[src/rtl/eu_pipe.sv]
// ---------------------------------------------------------------------------
// eu_pipe -- handshaked execution unit with multi-cycle multiply, result
// forwarding and zero/carry flags.
//
// Accepts one instruction at a time. The result lives in a single output
// register that is held until the consumer takes it.
//
// Handshake rule (both sides): a transfer happens on a rising clk edge where
// valid && ready are both high. A producer holds valid and its payload
// steady until that edge. in_ready may depend combinationally on out_ready
// and reset. out_valid is purely registered state.
//
// Ports
//   clk, reset                 rising-edge clock, async active-high reset
//   in_valid / in_ready        instruction handshake
//   opcode, opAAdr, opBAdr,    instruction fields from control and
//   dest_reg, storeDataAdr,    register read
//   operandA, operandB
//   out_valid / out_ready      result handshake
//   result, write_enable,      register write-back
//   destReg
//   store_data,                data-memory write
//   storeDataAdrOut,
//   data_memory_write_enable
//   flag_z, flag_c             zero / carry of the last ALU operation
//   dbg_state                  current FSM state (IDLE/BUSY/FULL)
// ---------------------------------------------------------------------------
module eu_pipe #(
  parameter int DATA_W     = 8,
  parameter int REG_ADR_W  = 3,
  parameter int MEM_ADR_W  = 4,
  parameter int MUL_CYCLES = 4
) (
  input  logic                 clk,
  input  logic                 reset,
  input  logic                 in_valid,
  output logic                 in_ready,
  input  logic [3:0]           opcode,
  input  logic [REG_ADR_W-1:0] opAAdr,
  input  logic [REG_ADR_W-1:0] opBAdr,
  input  logic [REG_ADR_W-1:0] dest_reg,
  input  logic [MEM_ADR_W-1:0] storeDataAdr,
  input  logic [DATA_W-1:0]    operandA,
  input  logic [DATA_W-1:0]    operandB,
  output logic                 out_valid,
  input  logic                 out_ready,
  output logic [DATA_W-1:0]    result,
  output logic                 write_enable,
  output logic [REG_ADR_W-1:0] destReg,
  output logic [DATA_W-1:0]    store_data,
  output logic [MEM_ADR_W-1:0] storeDataAdrOut,
  output logic                 data_memory_write_enable,
  output logic                 flag_z,
  output logic                 flag_c,
  output logic [1:0]           dbg_state
);

  localparam logic [1:0] ST_IDLE = 2'd0;
  localparam logic [1:0] ST_BUSY = 2'd1;
  localparam logic [1:0] ST_FULL = 2'd2;

  localparam logic [3:0] OP_ADD   = 4'd0;
  localparam logic [3:0] OP_SUB   = 4'd1;
  localparam logic [3:0] OP_AND   = 4'd2;
  localparam logic [3:0] OP_OR    = 4'd3;
  localparam logic [3:0] OP_XOR   = 4'd4;
  localparam logic [3:0] OP_NOT   = 4'd5;
  localparam logic [3:0] OP_SHL   = 4'd6;
  localparam logic [3:0] OP_SHR   = 4'd7;
  localparam logic [3:0] OP_MUL   = 4'd8;
  localparam logic [3:0] OP_LOAD  = 4'd14;
  localparam logic [3:0] OP_STORE = 4'd15;

  localparam int CNT_W = (MUL_CYCLES > 1) ? $clog2(MUL_CYCLES) : 1;
  localparam logic [CNT_W-1:0] CNT_INIT = CNT_W'(MUL_CYCLES - 1);

  // FSM and multiply state
  logic [1:0]           state;
  logic [CNT_W-1:0]     cnt;
  logic [DATA_W-1:0]    mul_a;
  logic [DATA_W-1:0]    mul_b;
  logic [REG_ADR_W-1:0] mul_dest;

  // Forwarding record: last completed register-writing ALU op
  logic                 fwd_valid;
  logic [REG_ADR_W-1:0] fwd_dest;
  logic [DATA_W-1:0]    fwd_data;

  // Output register
  logic [DATA_W-1:0]    res_q;
  logic                 we_q;
  logic [REG_ADR_W-1:0] dest_q;
  logic [DATA_W-1:0]    sd_q;
  logic [MEM_ADR_W-1:0] sda_q;
  logic                 dmwe_q;
  logic                 fz_q;
  logic                 fc_q;

  // Combinational helpers
  logic                 accept;
  logic                 is_alu;
  logic                 is_mul;
  logic [DATA_W-1:0]    a_fwd;
  logic [DATA_W-1:0]    b_fwd;
  logic [DATA_W-1:0]    alu_res;
  logic                 alu_c;
  logic [2*DATA_W-1:0]  mul_prod;
  logic [DATA_W-1:0]    mul_lo;
  logic                 mul_c;
  logic [DATA_W-1:0]    nxt_res;
  logic                 nxt_we;
  logic [REG_ADR_W-1:0] nxt_dest;
  logic [DATA_W-1:0]    nxt_sd;
  logic [MEM_ADR_W-1:0] nxt_sda;
  logic                 nxt_dmwe;

  // in_ready is forced low while reset is asserted, even though the state
  // register already reads IDLE at that point.
  always_comb begin
    in_ready = 1'b0;
    if (!reset) begin
      case (state)
        ST_IDLE: in_ready = 1'b1;
        ST_FULL: in_ready = out_ready;
        default: in_ready = 1'b0;
      endcase
    end
  end

  assign accept = in_valid && in_ready;
  assign is_mul = (opcode == OP_MUL);
  // Opcodes 0..7 are single-cycle ALU ops; MUL is handled through BUSY.
  assign is_alu = (opcode < OP_MUL);

  // Operand forwarding from the record
  assign a_fwd = (fwd_valid && (fwd_dest == opAAdr)) ? fwd_data : operandA;
  assign b_fwd = (fwd_valid && (fwd_dest == opBAdr)) ? fwd_data : operandB;

  // Single-cycle ALU. Logic ops report carry 0.
  always_comb begin
    alu_res = '0;
    alu_c   = 1'b0;
    case (opcode)
      OP_ADD: {alu_c, alu_res} = {1'b0, a_fwd} + {1'b0, b_fwd};
      // The extra top bit of the subtraction is the borrow (A < B).
      OP_SUB: {alu_c, alu_res} = {1'b0, a_fwd} - {1'b0, b_fwd};
      OP_AND: alu_res = a_fwd & b_fwd;
      OP_OR:  alu_res = a_fwd | b_fwd;
      OP_XOR: alu_res = a_fwd ^ b_fwd;
      OP_NOT: alu_res = ~a_fwd;
      OP_SHL: begin
        alu_res = {a_fwd[DATA_W-2:0], 1'b0};
        alu_c   = a_fwd[DATA_W-1];
      end
      OP_SHR: begin
        alu_res = {1'b0, a_fwd[DATA_W-1:1]};
        alu_c   = a_fwd[0];
      end
      default: begin
        alu_res = '0;
        alu_c   = 1'b0;
      end
    endcase
  end

  // Multiply on the operands latched at accept; the product is consumed
  // only on the last BUSY cycle.
  assign mul_prod = {{DATA_W{1'b0}}, mul_a} * {{DATA_W{1'b0}}, mul_b};
  assign mul_lo   = mul_prod[DATA_W-1:0];
  assign mul_c    = |mul_prod[2*DATA_W-1:DATA_W];

  // Output fields for a non-MUL instruction being accepted this cycle
  always_comb begin
    nxt_res  = '0;
    nxt_we   = 1'b0;
    nxt_dest = dest_reg;
    nxt_sd   = '0;
    nxt_sda  = '0;
    nxt_dmwe = 1'b0;
    if (is_alu) begin
      nxt_res = alu_res;
      nxt_we  = 1'b1;
    end else if (opcode == OP_LOAD) begin
      nxt_we   = 1'b1;
      nxt_dest = opAAdr;
      nxt_sda  = storeDataAdr;
    end else if (opcode == OP_STORE) begin
      nxt_dmwe = 1'b1;
      nxt_sd   = a_fwd;
      nxt_sda  = storeDataAdr;
      nxt_dest = opAAdr;
    end
  end

  // Accepts only occur in IDLE or in FULL with out_ready (in_ready encodes
  // that), so the accept branch is checked first for both states.
  always_ff @(posedge clk or posedge reset) begin
    if (reset) begin
      state     <= ST_IDLE;
      cnt       <= '0;
      mul_a     <= '0;
      mul_b     <= '0;
      mul_dest  <= '0;
      fwd_valid <= 1'b0;
      fwd_dest  <= '0;
      fwd_data  <= '0;
      res_q     <= '0;
      we_q      <= 1'b0;
      dest_q    <= '0;
      sd_q      <= '0;
      sda_q     <= '0;
      dmwe_q    <= 1'b0;
      fz_q      <= 1'b0;
      fc_q      <= 1'b0;
    end else if (accept) begin
      if (is_mul) begin
        state    <= ST_BUSY;
        mul_a    <= a_fwd;
        mul_b    <= b_fwd;
        mul_dest <= dest_reg;
        cnt      <= CNT_INIT;
      end else begin
        state  <= ST_FULL;
        res_q  <= nxt_res;
        we_q   <= nxt_we;
        dest_q <= nxt_dest;
        sd_q   <= nxt_sd;
        sda_q  <= nxt_sda;
        dmwe_q <= nxt_dmwe;
        if (is_alu) begin
          fz_q      <= (alu_res == '0);
          fc_q      <= alu_c;
          fwd_valid <= 1'b1;
          fwd_dest  <= dest_reg;
          fwd_data  <= alu_res;
        end else if (opcode == OP_LOAD) begin
          fwd_valid <= 1'b0;
        end
      end
    end else begin
      case (state)
        ST_BUSY: begin
          if (cnt == '0) begin
            state     <= ST_FULL;
            res_q     <= mul_lo;
            we_q      <= 1'b1;
            dest_q    <= mul_dest;
            sd_q      <= '0;
            sda_q     <= '0;
            dmwe_q    <= 1'b0;
            fz_q      <= (mul_lo == '0);
            fc_q      <= mul_c;
            fwd_valid <= 1'b1;
            fwd_dest  <= mul_dest;
            fwd_data  <= mul_lo;
          end else begin
            cnt <= cnt - 1'b1;
          end
        end
        ST_FULL: begin
          if (out_ready) state <= ST_IDLE;
        end
        default: state <= state;
      endcase
    end
  end

  assign out_valid                = (state == ST_FULL);
  assign result                   = res_q;
  assign write_enable             = out_valid && we_q;
  assign destReg                  = dest_q;
  assign store_data               = sd_q;
  assign storeDataAdrOut          = sda_q;
  assign data_memory_write_enable = out_valid && dmwe_q;
  assign flag_z                   = fz_q;
  assign flag_c                   = fc_q;
  assign dbg_state                = state;

endmodule

[config.mk]
export PLATFORM = sky130hd
export DESIGN_NAME = eu_pipe
export DESIGN_NICKNAME = d
export VERILOG_FILES = /design/src/rtl/eu_pipe.sv
export SDC_FILE = /design/constraint.sdc
export NUM_CORES = 1
export LEC_CHECK = 0
export CAP_MARGIN = 10
export CORE_MARGIN = 8
export CORE_UTILIZATION = 35
export DETAILED_ROUTE_END_ITERATION = 10
export GPL_TIMING_DRIVEN = 0
export HOLD_SLACK_MARGIN = 0.03
export PLACE_DENSITY = 0.62
export SLEW_MARGIN = 25
export SYNTH_ARGS = -nofsm -noshare
export SYNTH_HDL_FRONTEND = slang
export SYNTH_SLANG_ARGS = --single-unit
[constraint.sdc]
create_clock -name clk -period 7.05 [get_ports clk]
set_input_delay 1.41 -clock clk [delete_from_list [all_inputs] [get_ports clk]]
set_output_delay 1.41 -clock clk [all_outputs]
set_load 0.005 [all_outputs]
; ---- Word-level counts from Yosys, hierarchy flattened
; Cells that the tools add are included.
[totals]
elab_cells = 140
ff_bits = 62
[classes]
n_addsub = 3
mul = 1
reduce_logical = 20
n_bitwise = 4
n_mux = 74
eq_ne = 21
n_lt_le_gt_ge = 1
[ops]
columns = cell, n
row1 = 8-bit two-way mux, 17
row2 = 8-bit one-hot mux with 8 select lines, 1
row3 = 3-bit two-way mux, 10
row4 = 1-bit two-way mux, 28
row5 = 4-bit two-way mux, 7
row6 = "4-bit by 3-bit == test with 1-bit output, second input constant", 4
row7 = 8-bit zero test, 2
row8 = 8-bit by 8-bit multiplier with 16-bit output, 1
row9 = 2-bit two-way mux, 8
row10 = "4-bit == test, second input constant", 3
row11 = 8-bit by 8-bit adder with 9-bit output, 1
row12 = 3-bit AND reduction, 3
row13 = 8-bit by 8-bit subtractor with 9-bit output, 1
row14 = 8-bit bitwise AND, 1
row15 = "4-bit by 2-bit == test with 1-bit output, second input constant", 2
row16 = 8-bit NOT, 1
row17 = 8-bit OR, 1
row18 = 4-bit AND reduction, 2
row19 = 8-bit OR reduction, 1
row20 = 8-bit bitwise XOR, 1
row21 = 3-bit == test, 2
row22 = "3-bit by 1-bit inequality test with 1-bit output, second input constant", 2
row23 = 1-bit logical AND, 5
row24 = "4-bit by 1-bit == test with 1-bit output, second input constant", 1
row25 = 15 further kinds, 19

; ---- Longest topological paths before layout
; Gate-level depths: netlist of the first run.
[logic_depth]
depth_word = 9
mapped_depth = 18

; ---- Worst setup path after synthesis of the first run
; OpenSTA, ideal clock, no wires.
[synth_timing]
path_kind = reg-to-reg
from = register mul_a[3]
to = register fc_q (netlist: flag_c)
setup_time_ns = 0.132
slack_ns = 2.164
stages_incl_launch_ff = 19
t_arrival_ns = 4.755
required_time_ns = 6.918
period_less_slack_ns = 4.886
cell_sequence = dfrtp_1 clkbuf_1 and2_1 fa_1 inv_1 fa_1 inv_1 fa_1 inv_1 fa_1 inv_1 ha_1 nand3_1 a21oi_1 or3_1 and3_1 or4_1 a211oi_1 o211ai_1
[synth_between]
elab_chain_cells = 5
[synth_rtl]
columns = element, line
row1 = "start, declared", 80  ; logic [DATA_W-1:0] mul_a;
row2 = "start signal, assigned", 218  ; mul_a <= a_fwd;
row3 = 8-bit by 8-bit multiplier with 16-bit output, 168  ; assign mul_prod = {{DATA_W{1'b0}}, mul_a} * {{DATA_W{1'b0}}, mul_b};
row4 = 8-bit OR reduction, 170  ; assign mul_c = |mul_prod[2*DATA_W-1:DATA_W];
row5 = 1-bit two-way mux, 243  ; if (cnt == '0) begin
row6 = 1-bit two-way mux, 241  ; case (state)
row7 = 1-bit two-way mux, 215  ; end else if (accept) begin
row8 = "end signal, assigned", 232  ; fc_q <= alu_c;
row9 = "end signal, assigned", 252  ; fc_q <= mul_c;
row10 = "end, declared", 97  ; logic fc_q;
; No other way between the ends. The select of a mux whose other input is x is not followed.
; A chain may end at the register's enable or synchronous reset.

; ---- Final worst setup path of the first run
[layout_timing]
from = input opAAdr[1]
to = register fz_q (netlist: flag_z)
[layout_between]
elab_chain_cells = 9
word_cells_on_any_way = 14
cone_classes = 2 x add/sub / 1 x eq/ne / 5 x mux / 4 x bitwise / 2 x reduce/logical
[layout_rtl]
columns = element, line
row1 = "start, declared", 39  ; input logic [REG_ADR_W-1:0] opAAdr,
row2 = 3-bit == test (*), 136  ; assign a_fwd = (fwd_valid && (fwd_dest == opAAdr)) ? fwd_data : operandA;
row3 = 1-bit logical AND (*), 136
row4 = 8-bit two-way mux (*), 136
row5 = net a_fwd[0], 103  ; logic [DATA_W-1:0] a_fwd;
row6 = 8-bit by 8-bit subtractor with 9-bit output (tied with other cells), 146  ; OP_SUB: {alu_c, alu_res} = {1'b0, a_fwd} - {1'b0, b_fwd};
row7 = 8-bit one-hot mux with 8 select lines (*), 143  ; case (opcode)
row8 = 8-bit zero test (*), 231  ; fz_q <= (alu_res == '0);
row9 = 1-bit two-way mux (*), 230  ; if (is_alu) begin
row10 = 1-bit two-way mux (*), 216  ; if (is_mul) begin
row11 = 1-bit two-way mux (*), 215
row12 = "end signal, assigned", 231
row13 = "end signal, assigned", 251  ; fz_q <= (mul_lo == '0);
row14 = "end, declared", 96  ; logic fz_q;
; Mark *: on every way through the listed nets, which the timed path passes. The rest lies on a longest branch. The select of a mux whose other input is x is not followed.

==> summary.txt, run 1 <==
Floorplanning
  – Core Region: 18500 sq um
  – Initial core utilization: about a third
  – Die area: 23300 sq um
  – DIE HEIGHT: 153 um
  – Row count: 50
  – Die width: between 150 and 200 um
  – I/O pin total: 68

Yosys
  – Post-Synth Simple-Gate Area: ~21%
  – Seq/Total Area, Yosys: between 20% and 30%
  – Post-synthesis mux area share: under 10%
  – Synth top area cells: dfrtp_1, ha_1, fa_1
  – Syn nets: roughly 920
  – Area leader, netlist: dfrtp_1
  – Synthesized area per cell: ~8.4 sq um
  – Yosys Warn Count: 0
  – Top-area cell type share of the netlist area: roughly a quarter
  – Yosys cell types: 78
  – Largest family of logic cells by synthesized area: adder cells
  – Seq cells post-synth: 62
  – Primary FF master, synth: dfrtp_1
  – Cells after Synth: 779
  – Xor-xnor portion of the synthesized cell area: 2.14%
  – Adder-cell share of the synthesized area: a little under a quarter
  – Mapped cell area: approximately 6500 sq um
  – Async S/R FF share, synth: 100%
  – EDFF count, synth: 0
  – Compound-Gate Fraction of Synth Area: ~17%

Pwr
  – Internal: roughly 1.3 mW
  – Clk pwr share: just under 20%
  – Max IR drop VDD: roughly 0.00016 V
  – Leakage power: between 3 and 4 nW
  – Sw power: 1.04 mW
  – Pwr/cell area: about 300 nW/um^2
  – Sequential group share of total power: between 20% and 30%
  – Gate power share: 55.8%
  – Switch share: ~44%

Global route
  – Met1 Usage GRT: between 20% and 30%
  – Antenna violations before repair: 0
  – Gr ovfl total: 0
  – Grt met3 use: 2.38%
  – GRT Util Overall: between 10% and 20%
  – Largest net degree at the start of global routing: between 50 and 60
  – Met2 Usage GRT: 26.0%
  – First-pass GRT wire length: a little over 30000 um
  – GR peak layer: met2
  – Vias in the first global route: ~6000

Setup path
  – Worst Reg-to-Reg Cells: 17
  – Crit. End Element: register
  – CP Launch Type: primary input
  – Reg2reg end: flag_c$_DFFE_PP0P_
  – Worst-path fanout max: 5
  – Req. time, crit path: around 7.3 ns
  – CP arrival: 5.88 ns
  – Flop-to-flop setup slack: between 1 and 1.5 ns
  – Worst r2r src: mul_a[0]$_DFFE_PP0P_
  – CP Class: primary input to register

Timing
  – Final slew viol count: 0
  – Fin crit share: between 70% and 80%
  – Worst-Margin Slew: around 1.0 ns
  – Worst slew margin: a little under a third
  – Fin crit period: 5.61 ns
  – Clk_skew: around 0.0058 ns
  – Setup tns final: 0 ns
  – Final Hold Fails: 0
  – Fmax: about 180 MHz
  – Setup ws final: ~1.4 ns
  – Final setup violation count: 0
  – WHS: between 0.4 and 0.5 ns
  – Setup repair after global routing missed its margin: no

Clock network
  – # resized after CTS: 0
  – H-tree depth: 3
  – CTS Buffer Depth: 2
  – Hold Buf Count CTS: 0
  – CTS tree: done
  – Total CTS buffers: 9
  – Clock transition at the registers of the reported paths: 0.05 ns
  – Insertion delay of the later-clocked pin in the worst-skew pair: 0.33 ns
  – Root Driver: clkbuf_16
  – Post-CTS Setup Bufs: 0
  – Clk sinks: 62

Worst hold path
  – Worst hold start: dmwe_q$_DFFE_PP0P_
  – Worst hold path endpoint: dmwe_q$_DFFE_PP0P_
  – Min-Delay Path Class: register to register
  – Number of stages on the worst hold path: 2

Detailed routing
  – Routed vias: a little under 6000
  – First-iteration detailed-routing DRC count: about 390
  – Total wire length: about 18000 um
  – DRT Pass-1 Iters: 5
  – Vias per inst: around 5.3
  – DR WL/cell: approximately 17 um
  – DRC Markers: 0
  – Antenna Violating Nets Remaining: 0

Run status
  – Outcome: completed

Cells and area
  – Proportion of layout cells with a drive suffix above 1: 5.79%
  – Layout-stage area growth over the synthesis result: 20.1%
  – Final net count: roughly 1000
  – Area of the multi-input gates: 4450 sq um
  – Sequential cell area: 1550 sq um
  – Number of inserted diodes: 0
  – Fillcell total: around 1900

Flow run
  – Max Cap Viol: 0

Place
  – Setup WS pre-CTS: 1.26 ns
  – Port buffer count: 67
  – Gp weighted congestion: about 0.92
  – Post-DP HPWL: about 15000 um
-- synthesized netlist by cell type, drive strengths merged (8+ instances only) --
cell	count
a211oi	11
a21oi	27
and2	42
buf	8
clkbuf	33
dfrtp	62
fa	38
ha	61
inv	88
mux2i	24
nand2	129
nand2b	10
nand3	11
nor2	43
o211ai	10
o21ai	45
xnor2	11
-- critical path, cell delays in order --
cell and delay [ns]:
clkdlybuf4s50_1 0.45, xnor2_1 0.35, nand4_1 0.34, mux2i_1 0.67, inv_1 0.22, ha_1 0.31
fa_1 0.49, a211oi_1 0.38, o21ai_0 0.18, a21o_1 0.21, nand3_1 0.10, o211ai_1 0.18
nor4_1 0.39, a31o_1 0.19
-- cells by family after synthesis --
kind of cell | after synthesis
simple gates | 287
compound gates | 158
buf+inv | 129
fa+ha+maj | 99
flops | 62
mux | 28
xor+xnor | 16
-- cell usage in the layout, fill, tap and decap left out, types with 4 or more instances in the layout --
master           instances
a211oi_1                11
a21o_1                   4
a21oi_1                 27
a22o_1                   4
a31oi_1                  6
and2_1                  41
buf_1                    4
clkbuf_1                30
clkbuf_16                9
clkbuf_8                 5
clkdlybuf4s50_1         67
dfrtp_1                 62
fa_1                    38
ha_1                    61
inv_1                   87
mux2_2                   4
mux2i_1                 22
nand2_1                129
nand2b_1                10
nand3_1                 11
nand4_1                  5
nor2_1                  43
nor2b_1                  4
nor3_1                   6
nor4_1                   5
o211ai_1                 9
o21a_1                   4
o21ai_0                 43
or2_2                    4
or3_1                    4
xnor2_1                 11
xor2_1                   5
-- area by class of cell --
class | count | share of cell area [%]
sequential | 62 | 19.7
inverter | 88 | 4.24
clock buffer | 11 | 3.22
tap | 234 | 3.73
clock inverter | 5 | 0.812
timing repair buffer | 68 | 8.89
buffer | 41 | 2.79
multi-input combinational | 588 | 56.6
-- power groups by stage --
| stage | combinational [mW] | clock (mW) | sequential (mW) |
|---|---|---|---|
| 4_1_cts | 1.32 | 0.469 | 0.585 |
| 2_1_floorplan | 0.897 | 0 | 0.560 |
| 3_5_place_dp | 1.32 | 0 | 0.589 |
| 6_report | 1.32 | 0.461 | 0.585 |
| 3_3_place_gp | 1.31 | 0 | 0.589 |
| 5_1_grt | 1.48 | 0.483 | 0.601 |
-- state kept, by name (all words and copies together), names as in the netlist, 3 cells and up --
register and count:
store_data 8, fwd_dest 3, mul_a 8, mul_dest 3, fwd_data 8, result 8
storeDataAdrOut 4, mul_b 8, destReg 3
-- metrics by stage --
stage                     instances  util (%)  power, mW  instance area, sq um
after global routing           1097      42.4       2.56                  7860
final                          1097      42.4       2.37                  7860
after detailed placement       1081      40.7       1.91                  7530
after CTS                      1097      42.4       2.38                  7850
after floorplan                 779         -       1.46                  6540
after global placement         1080      40.5       1.90                  7500
-- per-layer routing --
layer / wire, um / up-vias
li1: - / 2803
met1: 8430 / 2815
met2: 8450 / 185
met3: 1070 / 23
met4: 350 / 0
met5: 0 / -
-- how the worst max path moves through the flow --
stage	from	end	slack [ns]
floorplan	mul_a[3]$_DFFE_PP0P_	flag_c$_DFFE_PP0P_	2.16
global placement	opAAdr[1]	flag_z$_DFFE_PP0P_	1.25
detailed placement	opAAdr[1]	flag_z$_DFFE_PP0P_	1.26
CTS	mul_a[0]$_DFFE_PP0P_	flag_c$_DFFE_PP0P_	1.46
global route	mul_a[0]$_DFFE_PP0P_	flag_c$_DFFE_PP0P_	1.17
finish	opAAdr[1]	flag_z$_DFFE_PP0P_	1.44
(Power assumes the default switching activity.)
==> inputs of run 2 (changes only) <==
==> constraint.sdc (replaced) <==
create_clock -name clk -period 5.9 [get_ports clk]
set_input_delay 1.18 -clock clk [delete_from_list [all_inputs] [get_ports clk]]
set_output_delay 1.18 -clock clk [all_outputs]
set_load 0.005 [all_outputs]
==> results of run 2 <==
The final DEF is identical to that of run 1. Status: completed.
Main changes from that run: setup slack after placement 1.26 ns -> 0.304 ns; setup slack after layout 1.44 ns -> 0.339 ns; start point of the critical path opAAdr[1] -> mul_a[0]$_DFFE_PP0P_; end point of the critical path flag_z$_DFFE_PP0P_ -> flag_c$_DFFE_PP0P_; register-to-register setup slack 1.49 ns -> 0.34 ns; total power 2.37 mW -> 2.83 mW; worst IR drop on VDD 0.000158 V -> 0.000189 V
==> inputs of run 3 (changes only) <==
--- a/config.mk
+++ b/config.mk
@@ -9,6 +9,7 @@
 export CORE_MARGIN = 8
 export CORE_UTILIZATION = 35
 export DETAILED_ROUTE_END_ITERATION = 10
+export GPL_ROUTABILITY_DRIVEN = 0
 export GPL_TIMING_DRIVEN = 0
 export HOLD_SLACK_MARGIN = 0.03
 export PLACE_DENSITY = 0.62
==> summary.txt, run 3 (same netlist as run 1, synthesis figures left out) <==
Global route
  – GRT Util Overall: 15.8% (was 15.9%)
  – Largest net degree at the start of global routing: 36 (was 53)
  – Antenna violations before repair: 0 (unchanged)
  – Met2 Usage GRT: 26.2% (was 26.0%)
  – Grt met3 use: 3.66% (was 2.38%)
  – First-pass GRT wire length: 30400 um (was 30200 um)
  – Gr ovfl total: 0 (unchanged)
  – GR peak layer: met2 (unchanged)
  – Vias in the first global route: 6038 (was 5864)
  – Met1 Usage GRT: 20.3% (was 21.1%)

Setup path
  – Critical path buffers and inverters: 4 (unchanged)
  – Worst path top cell family by delay: adder cells (unchanged)
  – Crit. End Element: register (unchanged)
  – Biggest cell delay along the critical path: 0.55 ns (was 0.54 ns)
  – Crit-path slowest cell: fa_1 (unchanged)
  – CP arrival: 5.62 ns (was 5.75 ns)
  – Req. time, crit path: 6.10 ns (was 6.09 ns)
  – Critical-path cell list: clkbuf_1 > nand2_1 > fa_1 > fa_1 > inv_1 > fa_1 > inv_1 > fa_1 > inv_1 > ha_1 > nand3_1 > a21oi_1 > or3_1 > and3_1 > or4_1 > a211oi_2 > o211ai_1 (was clkbuf_1 > nand2_1 > fa_1 > fa_1 > inv_1 > fa_1 > inv_1 > fa_1 > inv_1 > ha_1 > nand3_1 > a21oi_1 > or3_1 > and3_1 > or4_1 > a211oi_1 > o211ai_1)
  – CP Class: register to register (unchanged)
  – Worst-path fanout max: 10 (unchanged)
  – Crit path top cell by count: fa_1 (unchanged)
  – Flop-to-flop setup slack: 0.48 ns (was 0.34 ns)
  – CP Launch Type: register (unchanged)

Floorplanning
  – Initial core utilization: 35.3% (unchanged)
  – DIE HEIGHT: 153 um (unchanged)
  – Core Region: 18500 sq um (unchanged)
  – I/O pin total: 68 (unchanged)
  – Die width: 153 um (unchanged)
  – Row count: 50 (unchanged)
  – Die area: 23300 sq um (unchanged)

Place
  – Port buffer count: 67 (unchanged)
  – Post-DP HPWL: 14700 um (about the same)

Cells and area
  – Proportion of layout cells with a drive suffix above 1: 5.91% (was 5.79%)
  – Most frequent cells in the layout: nand2_1, inv_1, clkdlybuf4s50_1 (unchanged)
  – Layout-stage area growth over the synthesis result: 19.9% (was 20.1%)
  – Most common cell after layout, fill and taps aside: nand2_1 (unchanged)
  – Final net count: 994 (unchanged)
  – Number of inserted diodes: 0 (unchanged)

Detailed routing
  – Total wire length: 18400 um (was 18300 um)
  – First-iteration detailed-routing DRC count: 405 (was 386)
  – Vias per inst: 5.26 (was 5.31)
  – Routed vias: 5774 (was 5826)
  – DRC Markers: 0 (unchanged)
  – DRT Pass-1 Iters: 5 (unchanged)
  – Antenna Violating Nets Remaining: 0 (unchanged)
  – DR WL/cell: 16.7 um (about the same)

Clock network
  – H-tree depth: 3 (unchanged)
  – Hold Buf Count CTS: 0 (unchanged)
  – Insertion delay of the later-clocked pin in the worst-skew pair: 0.33 ns (about the same)
  – Clk sinks: 62 (unchanged)
  – CTS Buffer Depth: 2 (unchanged)
  – Root Driver: clkbuf_16 (unchanged)
  – Total CTS buffers: 9 (unchanged)
  – Clock transition at the registers of the reported paths: 0.05 ns (about the same)
  – CTS tree: done (unchanged)

Pwr
  – Pwr Total: 2.80 mW (was 2.83 mW)
  – Gate power share: 56.8% (was 55.8%)
  – Switch share: 44.3% (was 43.7%)
  – Clk pwr share: 18.3% (was 19.5%)
  – Sequential group share of total power: 25.0% (was 24.7%)
  – Leakage power: 3.67 nW (was 3.68 nW)
  – Max IR drop VDD: 0.000179 V (was 0.000189 V)
  – Sw power: 1.24 mW (about the same)
  – Pwr/cell area: 357 nW/um^2 (was 360 nW/um^2)
  – Internal: 1.56 mW (was 1.59 mW)

Worst hold path
  – Min-Delay Path Class: register to register (unchanged)

Timing
  – Fin crit period: 5.42 ns (was 5.56 ns)
  – Final Hold Fails: 0 (unchanged)
  – Fmax: 184 MHz (was 180 MHz)
  – Worst-Margin Slew: 0.805 ns (was 1.02 ns)
  – Setup repair after global routing missed its margin: no (unchanged)
  – Final slew viol count: 0 (unchanged)
  – Clk_skew: 0.00865 ns (was 0.00581 ns)
  – Final setup violation count: 0 (unchanged)
  – Worst slew margin: 44.8% (was 31.7%)
  – Setup tns final: 0 ns (unchanged)
  – Fin crit share: 91.9% (was 94.3%)

Flow run
  – Max Cap Viol: 0 (unchanged)

Run status
  – Outcome: completed (unchanged)
==> run 3: worst paths after layout <==
kind | start | end | cells past startpoint
setup reg to reg | mul_a[0]$_DFFE_PP0P_ | flag_c$_DFFE_PP0P_ | 17
setup / recovery | mul_a[0]$_DFFE_PP0P_ | flag_c$_DFFE_PP0P_ | 17
max in group asynchronous | reset | store_data[4]$_DFFE_PP0P_ | 3
hold / removal | result[4]$_DFFE_PP0P_ | result[4]$_DFFE_PP0P_ | 2
min in group asynchronous | reset | cnt[0]$_DFFE_PP0P_ | 2
hold reg to reg | result[4]$_DFFE_PP0P_ | result[4]$_DFFE_PP0P_ | 2
==> run 3: layout make-up <==
type	count	area (sq um)
Clock inverter	4	28.8
Clock buffer	12	267
Sequential cell	62	1550
Multi-Input combinational cell	588	4460
Tap cell	234	293
Buffer	41	219
Timing Repair Buffer	68	691
Inverter	88	333
Fill cell	1888	10700
==> run 3: worst min-delay path: stages, from the launching register on <==
cell	delay, ns
dfrtp_1	0.34
nand2_1	0.05
nand2_1	0.05
==> run 3: metrics by stage <==
stage / setup slack (ns) / std cells / area [sq um] / util (%) / hold slack [ns]
floorplan: 1.01 / 779 / 6540 / - / 0.439
finish: 0.478 / 1097 / 7840 / 42.4 / 0.476
detailed placement: 0.254 / 1081 / 7530 / 40.6 / 0.464
global placement: 0.313 / 1080 / 7500 / 40.5 / 0.460
global route: 0.141 / 1097 / 7840 / 42.4 / 0.504
CTS: 0.259 / 1097 / 7820 / 42.2 / 0.478
==> run 3: power groups by stage <==
| stage | registers (mW) | logic (mW) | clock network, mW |
|---|---|---|---|
| after floorplan | 0.670 | 1.07 | 0 |
| after global placement | 0.703 | 1.56 | 0 |
| after detailed placement | 0.704 | 1.58 | 0 |
| after CTS | 0.699 | 1.59 | 0.516 |
| after global routing | 0.721 | 1.79 | 0.534 |
| final | 0.700 | 1.59 | 0.512 |
==> run 3: layer usage <==
| layer | wire length (um) | part of all wire, % |
|---|---|---|
| met5 | 0 | 0 |
| met4 | 351 | 1.9 |
| met3 | 1230 | 6.7 |
| met2 | 8390 | 46 |
| met1 | 8380 | 46 |
==> run 3: what timing repair did <==
item	4_1_cts	5_1_grt
gates resized for setup	0	1
endpoints found under the hold margin	0	0
setup endpoints to repair	0	1
buffers inserted	0	0
